### config.mk
export PLATFORM = sky130hd
export DESIGN_NAME = fp_sub_seq
export DESIGN_NICKNAME = d
export VERILOG_FILES = /design/src/rtl/fp_sub_seq.sv
export SDC_FILE = /design/constraint.sdc
export NUM_CORES = 1
export LEC_CHECK = 0
export ABC_AREA = 1
export CAP_MARGIN = 20
export CORE_MARGIN = 1.5
export CORE_UTILIZATION = 50
export DETAILED_ROUTE_END_ITERATION = 16
export DONT_BUFFER_PORTS = 1
export PLACE_DENSITY = 0.73
export SLEW_MARGIN = 10
export SYNTH_ARGS = -nofsm -noshare
export SYNTH_HDL_FRONTEND = slang
export SYNTH_SLANG_ARGS = --single-unit
### constraint.sdc
create_clock -name clk -period 6.3 [get_ports clk]
set_input_delay 0.63 -clock clk [delete_from_list [all_inputs] [get_ports clk]]
set_output_delay 0.63 -clock clk [all_outputs]
set_load 0.02 [all_outputs]
### src/rtl/fp_sub_seq.sv
// Sequential single-precision subtractor: result = A - B.
// Align, add/subtract, then one normalise shift per cycle.
module fp_sub_seq #(
  parameter int EXP_W = 8,
  parameter int MAN_W = 23
) (
  input  logic                   clk,
  input  logic                   rst,
  input  logic                   in_valid,
  output logic                   in_ready,
  input  logic [EXP_W+MAN_W:0]   A,
  input  logic [EXP_W+MAN_W:0]   B,
  output logic                   out_valid,
  input  logic                   out_ready,
  output logic [EXP_W+MAN_W:0]   result,
  output logic                   overflow,
  output logic                   invalid
);

  localparam int W = 1 + EXP_W + MAN_W;
  localparam logic [EXP_W-1:0] EXP_MAX = '1;
  localparam logic [EXP_W-1:0] EXP_ONE = EXP_W'(1);
  localparam logic [EXP_W-1:0] SH_MAX  = EXP_W'(MAN_W + 1);

  typedef enum logic [2:0] {
    S_IDLE, S_ALIGN, S_ARITH, S_NORM, S_DONE
  } state_t;

  state_t state_q, state_d;

  logic             sign_q, sign_d;
  logic             sub_q, sub_d;
  logic             special_q, special_d;
  logic [EXP_W-1:0] exp_q, exp_d;
  logic [EXP_W-1:0] diff_q, diff_d;
  logic [MAN_W:0]   big_q, big_d;
  logic [MAN_W:0]   small_q, small_d;
  logic [MAN_W+1:0] man_q, man_d;
  logic [W-1:0]     result_q, result_d;
  logic             ovf_q, ovf_d;
  logic             inv_q, inv_d;

  logic [EXP_W-1:0] ea, eb, exp_inc;
  logic             za, zb, a_ge;
  logic [MAN_W:0]   ma, mb;
  logic [W-2:0]     ka, kb;

  // Zero-exponent operands count as exact zero for magnitude ordering
  always_comb begin
    ea   = A[MAN_W +: EXP_W];
    eb   = B[MAN_W +: EXP_W];
    za   = (ea == '0);
    zb   = (eb == '0);
    ma   = za ? '0 : {1'b1, A[MAN_W-1:0]};
    mb   = zb ? '0 : {1'b1, B[MAN_W-1:0]};
    ka   = za ? '0 : A[W-2:0];
    kb   = zb ? '0 : B[W-2:0];
    a_ge = (ka >= kb);
    exp_inc = exp_q + EXP_ONE;
  end

  always_comb begin
    state_d   = state_q;
    sign_d    = sign_q;
    sub_d     = sub_q;
    special_d = special_q;
    exp_d     = exp_q;
    diff_d    = diff_q;
    big_d     = big_q;
    small_d   = small_q;
    man_d     = man_q;
    result_d  = result_q;
    ovf_d     = ovf_q;
    inv_d     = inv_q;
    unique case (state_q)
      S_IDLE: begin
        if (in_valid) begin
          special_d = (ea == EXP_MAX) || (eb == EXP_MAX);
          sub_d     = (A[W-1] == B[W-1]);
          ovf_d     = 1'b0;
          inv_d     = 1'b0;
          if (a_ge) begin
            sign_d  = A[W-1];
            exp_d   = ea;
            big_d   = ma;
            small_d = mb;
            diff_d  = ea - eb;
          end else begin
            sign_d  = ~B[W-1];
            exp_d   = eb;
            big_d   = mb;
            small_d = ma;
            diff_d  = eb - ea;
          end
          state_d = S_ALIGN;
        end
      end
      S_ALIGN: begin
        small_d = (diff_q >= SH_MAX) ? '0 : (small_q >> diff_q);
        state_d = S_ARITH;
      end
      S_ARITH: begin
        man_d = sub_q ? ({1'b0, big_q} - {1'b0, small_q})
                      : ({1'b0, big_q} + {1'b0, small_q});
        state_d = S_NORM;
      end
      S_NORM: begin
        if (special_q) begin
          result_d = {1'b0, EXP_MAX, 1'b1, {(MAN_W-1){1'b0}}};
          inv_d    = 1'b1;
          state_d  = S_DONE;
        end else if (man_q[MAN_W+1]) begin
          if (exp_inc == EXP_MAX) begin
            result_d = {sign_q, EXP_MAX, {MAN_W{1'b0}}};
            ovf_d    = 1'b1;
          end else begin
            result_d = {sign_q, exp_inc, man_q[MAN_W:1]};
          end
          state_d = S_DONE;
        end else if (man_q == '0) begin
          result_d = '0;
          state_d  = S_DONE;
        end else if (man_q[MAN_W]) begin
          result_d = {sign_q, exp_q, man_q[MAN_W-1:0]};
          state_d  = S_DONE;
        end else if (exp_q == EXP_ONE) begin
          // Further shifting would need a denormal: flush
          result_d = '0;
          state_d  = S_DONE;
        end else begin
          man_d = man_q << 1;
          exp_d = exp_q - EXP_ONE;
        end
      end
      S_DONE: begin
        if (out_ready) state_d = S_IDLE;
      end
      default: state_d = S_IDLE;
    endcase
  end

  always_ff @(posedge clk) begin
    if (rst) begin
      state_q   <= S_IDLE;
      sign_q    <= 1'b0;
      sub_q     <= 1'b0;
      special_q <= 1'b0;
      exp_q     <= '0;
      diff_q    <= '0;
      big_q     <= '0;
      small_q   <= '0;
      man_q     <= '0;
      result_q  <= '0;
      ovf_q     <= 1'b0;
      inv_q     <= 1'b0;
    end else begin
      state_q   <= state_d;
      sign_q    <= sign_d;
      sub_q     <= sub_d;
      special_q <= special_d;
      exp_q     <= exp_d;
      diff_q    <= diff_d;
      big_q     <= big_d;
      small_q   <= small_d;
      man_q     <= man_d;
      result_q  <= result_d;
      ovf_q     <= ovf_d;
      inv_q     <= inv_d;
    end
  end

  assign in_ready  = (state_q == S_IDLE);
  assign out_valid = (state_q == S_DONE);
  assign result    = result_q;
  assign overflow  = ovf_q;
  assign invalid   = inv_q;

endmodule

==> flow_summary.yaml <==
sta:
  tns_ns: 0
  max-slew-margin-rel_pct: 32.3
  setup_slack_ns: 2.21
  layout_min_cycle_time_ns: 4.09
  rsz0062_at_grt: "false"
  skew_ns: 0.00907
  slew_violations: 0
  worst_pin_slew_ns: 1.01
  fmax_ghz: 0.244
  finalCritPeriodShare_pct: 65.0
  hold_violations: 0
  finalSetupViolations: 0
clock_network:
  cts_made_buffers: 17
  root_buffer: "clkbuf_16"
  cts_tree: "yes"
  htreeDepth: 4
  clockBufferDepth: 2
  cts.sinks: 129
  ctsResizeCount: 0
  cts_setup_buffers: 0
  clk_pin_slew_worst_paths_ns: 0.06
  clk_latency_ns: 0.42
  hold_buffers: 0
critical_path:
  cp-end-kind: "flip-flop"
  reg2reg_from: "sub_q"
  cp-endpoint: "exp_q[3]"
  cp_max_fo: 90
  cp_data_arrival_time_ns: 4.39
  cp.required_ns: 6.60
  critPathLaunchType: "input pin"
  reg2reg_depth: 21
  critPathKind: "in2reg"
  r2r-end: "man_q[23]"
  r2r_slack_ns: 2.37
  startpoint: "B[29]"
detailed_routing:
  met3WireLength_um: 3550
  wl_per_cell_um: 17.0
  first_pass_iters: 6
  routed_via_density: 5.57
  wl_um: 39700
  drc_errors: 0
  ant_nets: 0
  wl_met1_um: 17600
  vias: 13000
  dr.max_layer_used: "met4"
  wl_met2_um: 16900
  drt_iter0_drc: 1345
place:
  hpwl_um: 30800
  place_ws_ns: 1.84
  placed_area_um2: 12100
  dp.cells: 2304
  gp_congestion: 0.952
  io_buffer_count: 0
layout:
  area_growth_pct: 4.29
  stdcell_count: 2336
  final_cell_area_um2: 12700
  antenna_cells: 0
  fin_nets: 2149
  drive_above_1_share_pct: 3.87
power:
  finalPower_mw: 4.46
  seq_power_share_pct: 25.9
  comb_power_share_pct: 52.7
  internal_power_mw: 2.22
  swShare_pct: 50.3
  p_clk_share_pct: 21.4
  p_per_area_nw_per_um2: 352
  power_switching_mw: 2.25
  leakagePower_nw: 6.65
  vdd.ir_drop.worst_mv: 0.191
global_routing:
  grt_overflow_total: 0
  antenna_found_initial: 0
  grt_max_degree: 91
  grt_pass1_vias: 12000
  grt_first_pass_wirelength_um: 63100
  gr-usage-all-layers_pct: 30.9
logic_synthesis:
  ys_seq_area_share_pct: 21.2
  synth-compound-area-share_pct: 16.7
  synth_nets: 2225
  synth-simple-area-share_pct: 37.5
  synth_top_area_share_pct: 21.2
  netlist_instances: 2080
  muxShareOfSynthArea_pct: 0
  avgSynthCellArea_um2: 5.85
  synth_edf_count: 0
  ys_ff_latch: 129
  synth.distinct_cells: 54
  synthAdderAreaFrac_pct: 8.10
  synth_area_um2: 12200
  synthArstFlopShare_pct: 0
  synth_flop_cell: "dfxtp_1"
  yosys-top-cells-area: "dfxtp_1 (21%), nand2_1 (19%), inv_1 (9.1%)"
  yosys.area.top_type: "dfxtp_1"
  synth_top_family_by_area: "simple AND/OR/NAND/NOR gates"
  yosysWarnings: 0
  synth_xor_area_share_pct: 2.88
  synth_common_cells: "nand2_1 (627), inv_1 (295), nand3_1 (194)"
  synth.most_common_cell: "nand2_1"
floorplan:
  fp.dieW_um: 159
  die_area_um2: 25300
  die_h_um: 159
  core_um2: 23700
  start_util_pct: 51.4
  ios: 104
  rows: 56
hold_path:
  hp-class: "in2reg"
status:
  outcome: "completed"
run:
  maxCapViolations: 0
[final cells by class]
type	instances	area (µm²)
fill	2519	11000
multi-input combinational	1543	7940
sequential	129	2580
inverter	305	1150
clock buffer	17	425
tap	319	399
clock inverter	15	138
timing repair buffer	8	60.1
[placed cells by master, fill, tap and decap left out, types with 2 or more instances in the layout]
| cell type | n |
|---|---|
| inv_1 | 295 |
| o21bai_1 | 2 |
| fa_1 | 3 |
| o211ai_1 | 25 |
| o221ai_1 | 2 |
| a21oi_2 | 2 |
| clkbuf_16 | 17 |
| nand3_4 | 2 |
| dfxtp_1 | 129 |
| inv_2 | 6 |
| nand3_1 | 194 |
| o22ai_1 | 9 |
| a21o_1 | 6 |
| nor2_2 | 4 |
| xor2_1 | 36 |
| nor4_1 | 6 |
| buf_4 | 8 |
| o21a_1 | 25 |
| inv_6 | 6 |
| nand4_1 | 41 |
| o31ai_1 | 6 |
| o21ai_1 | 11 |
| clkinv_4 | 2 |
| nand2_1 | 627 |
| xnor2_1 | 4 |
| ha_1 | 74 |
| nand2_2 | 5 |
| clkinvlp_4 | 3 |
| nor2_1 | 147 |
| inv_8 | 4 |
| nor3_1 | 15 |
| nand3b_1 | 6 |
| or2_2 | 5 |
| clkinv_1 | 3 |
| a21oi_1 | 178 |
| a31oi_1 | 4 |
| nor3_2 | 3 |
| o21ai_0 | 85 |
[worst max-delay path, cell delays in order]
cell     delay, ns
inv_1         0.08
nand4_1       0.17
nor2_2        0.30
buf_4         0.25
inv_1         0.16
nand2_1       0.22
ha_1          0.30
nand2_1       0.07
nor2_1        0.05
nand2_1       0.07
nor3_1        0.05
nand2_1       0.36
nand3_4       0.77
inv_4         0.56
nand2_1       0.09
nand3_1       0.12
a21oi_1       0.10
[stage by stage]
step | util (%) | hold WS [ns]
after floorplan | - | 0.450
final | 53.6 | 0.272
after global placement | 51.2 | 0.463
after detailed placement | 51.2 | 0.469
after CTS | 53.6 | 0.263
after global routing | 53.6 | 0.261
[metal layers]
layer	GRT usage [%]	vias to the layer above
met1	41.8	5811
met4	13.0	0
met3	6.02	83
met5	0	-
li1	-	6560
met2	47.9	562
[power groups by stage]
stage | Combinational (mW) | Clock [mW] | Sequential, mW
after floorplan | 1.76 | 0 | 1.07
after global placement | 2.28 | 0 | 1.16
after detailed placement | 2.29 | 0 | 1.17
after CTS | 2.31 | 0.963 | 1.15
after global routing | 2.63 | 0.997 | 1.18
final | 2.35 | 0.954 | 1.16
[worst min-delay path by stage]
| stage | depth (start not counted) | start | endpoint |
|---|---|---|---|
| finish | 1 | rst | result[24] |
| floorplan | 2 | sign_q | sign_q |
| detailed placement | 2 | man_q[0] | man_q[0] |
| CTS | 1 | rst | result[14] |
| global placement | 2 | man_q[0] | man_q[0] |
| global route | 1 | rst | result[14] |
[registers in the layout, indices dropped and copies added (netlist names)]
signal / count
big_q: 24
invalid: 1
result: 32
sign_q: 1
state_q: 3
man_q: 25
small_q: 24
overflow: 1
sub_q: 1
diff_q: 8
exp_q: 8
special_q: 1
[cells by family after synthesis]
kind of cell | after synthesis
adder cells (fa/ha/maj) | 77
XOR/XNOR | 40
buffers and inverters | 408
flip-flops | 129
AO/OA/AOI/OAI | 362
AND/OR/NAND/NOR | 1064
No activity file was read; power rests on OpenSTA's default activity.
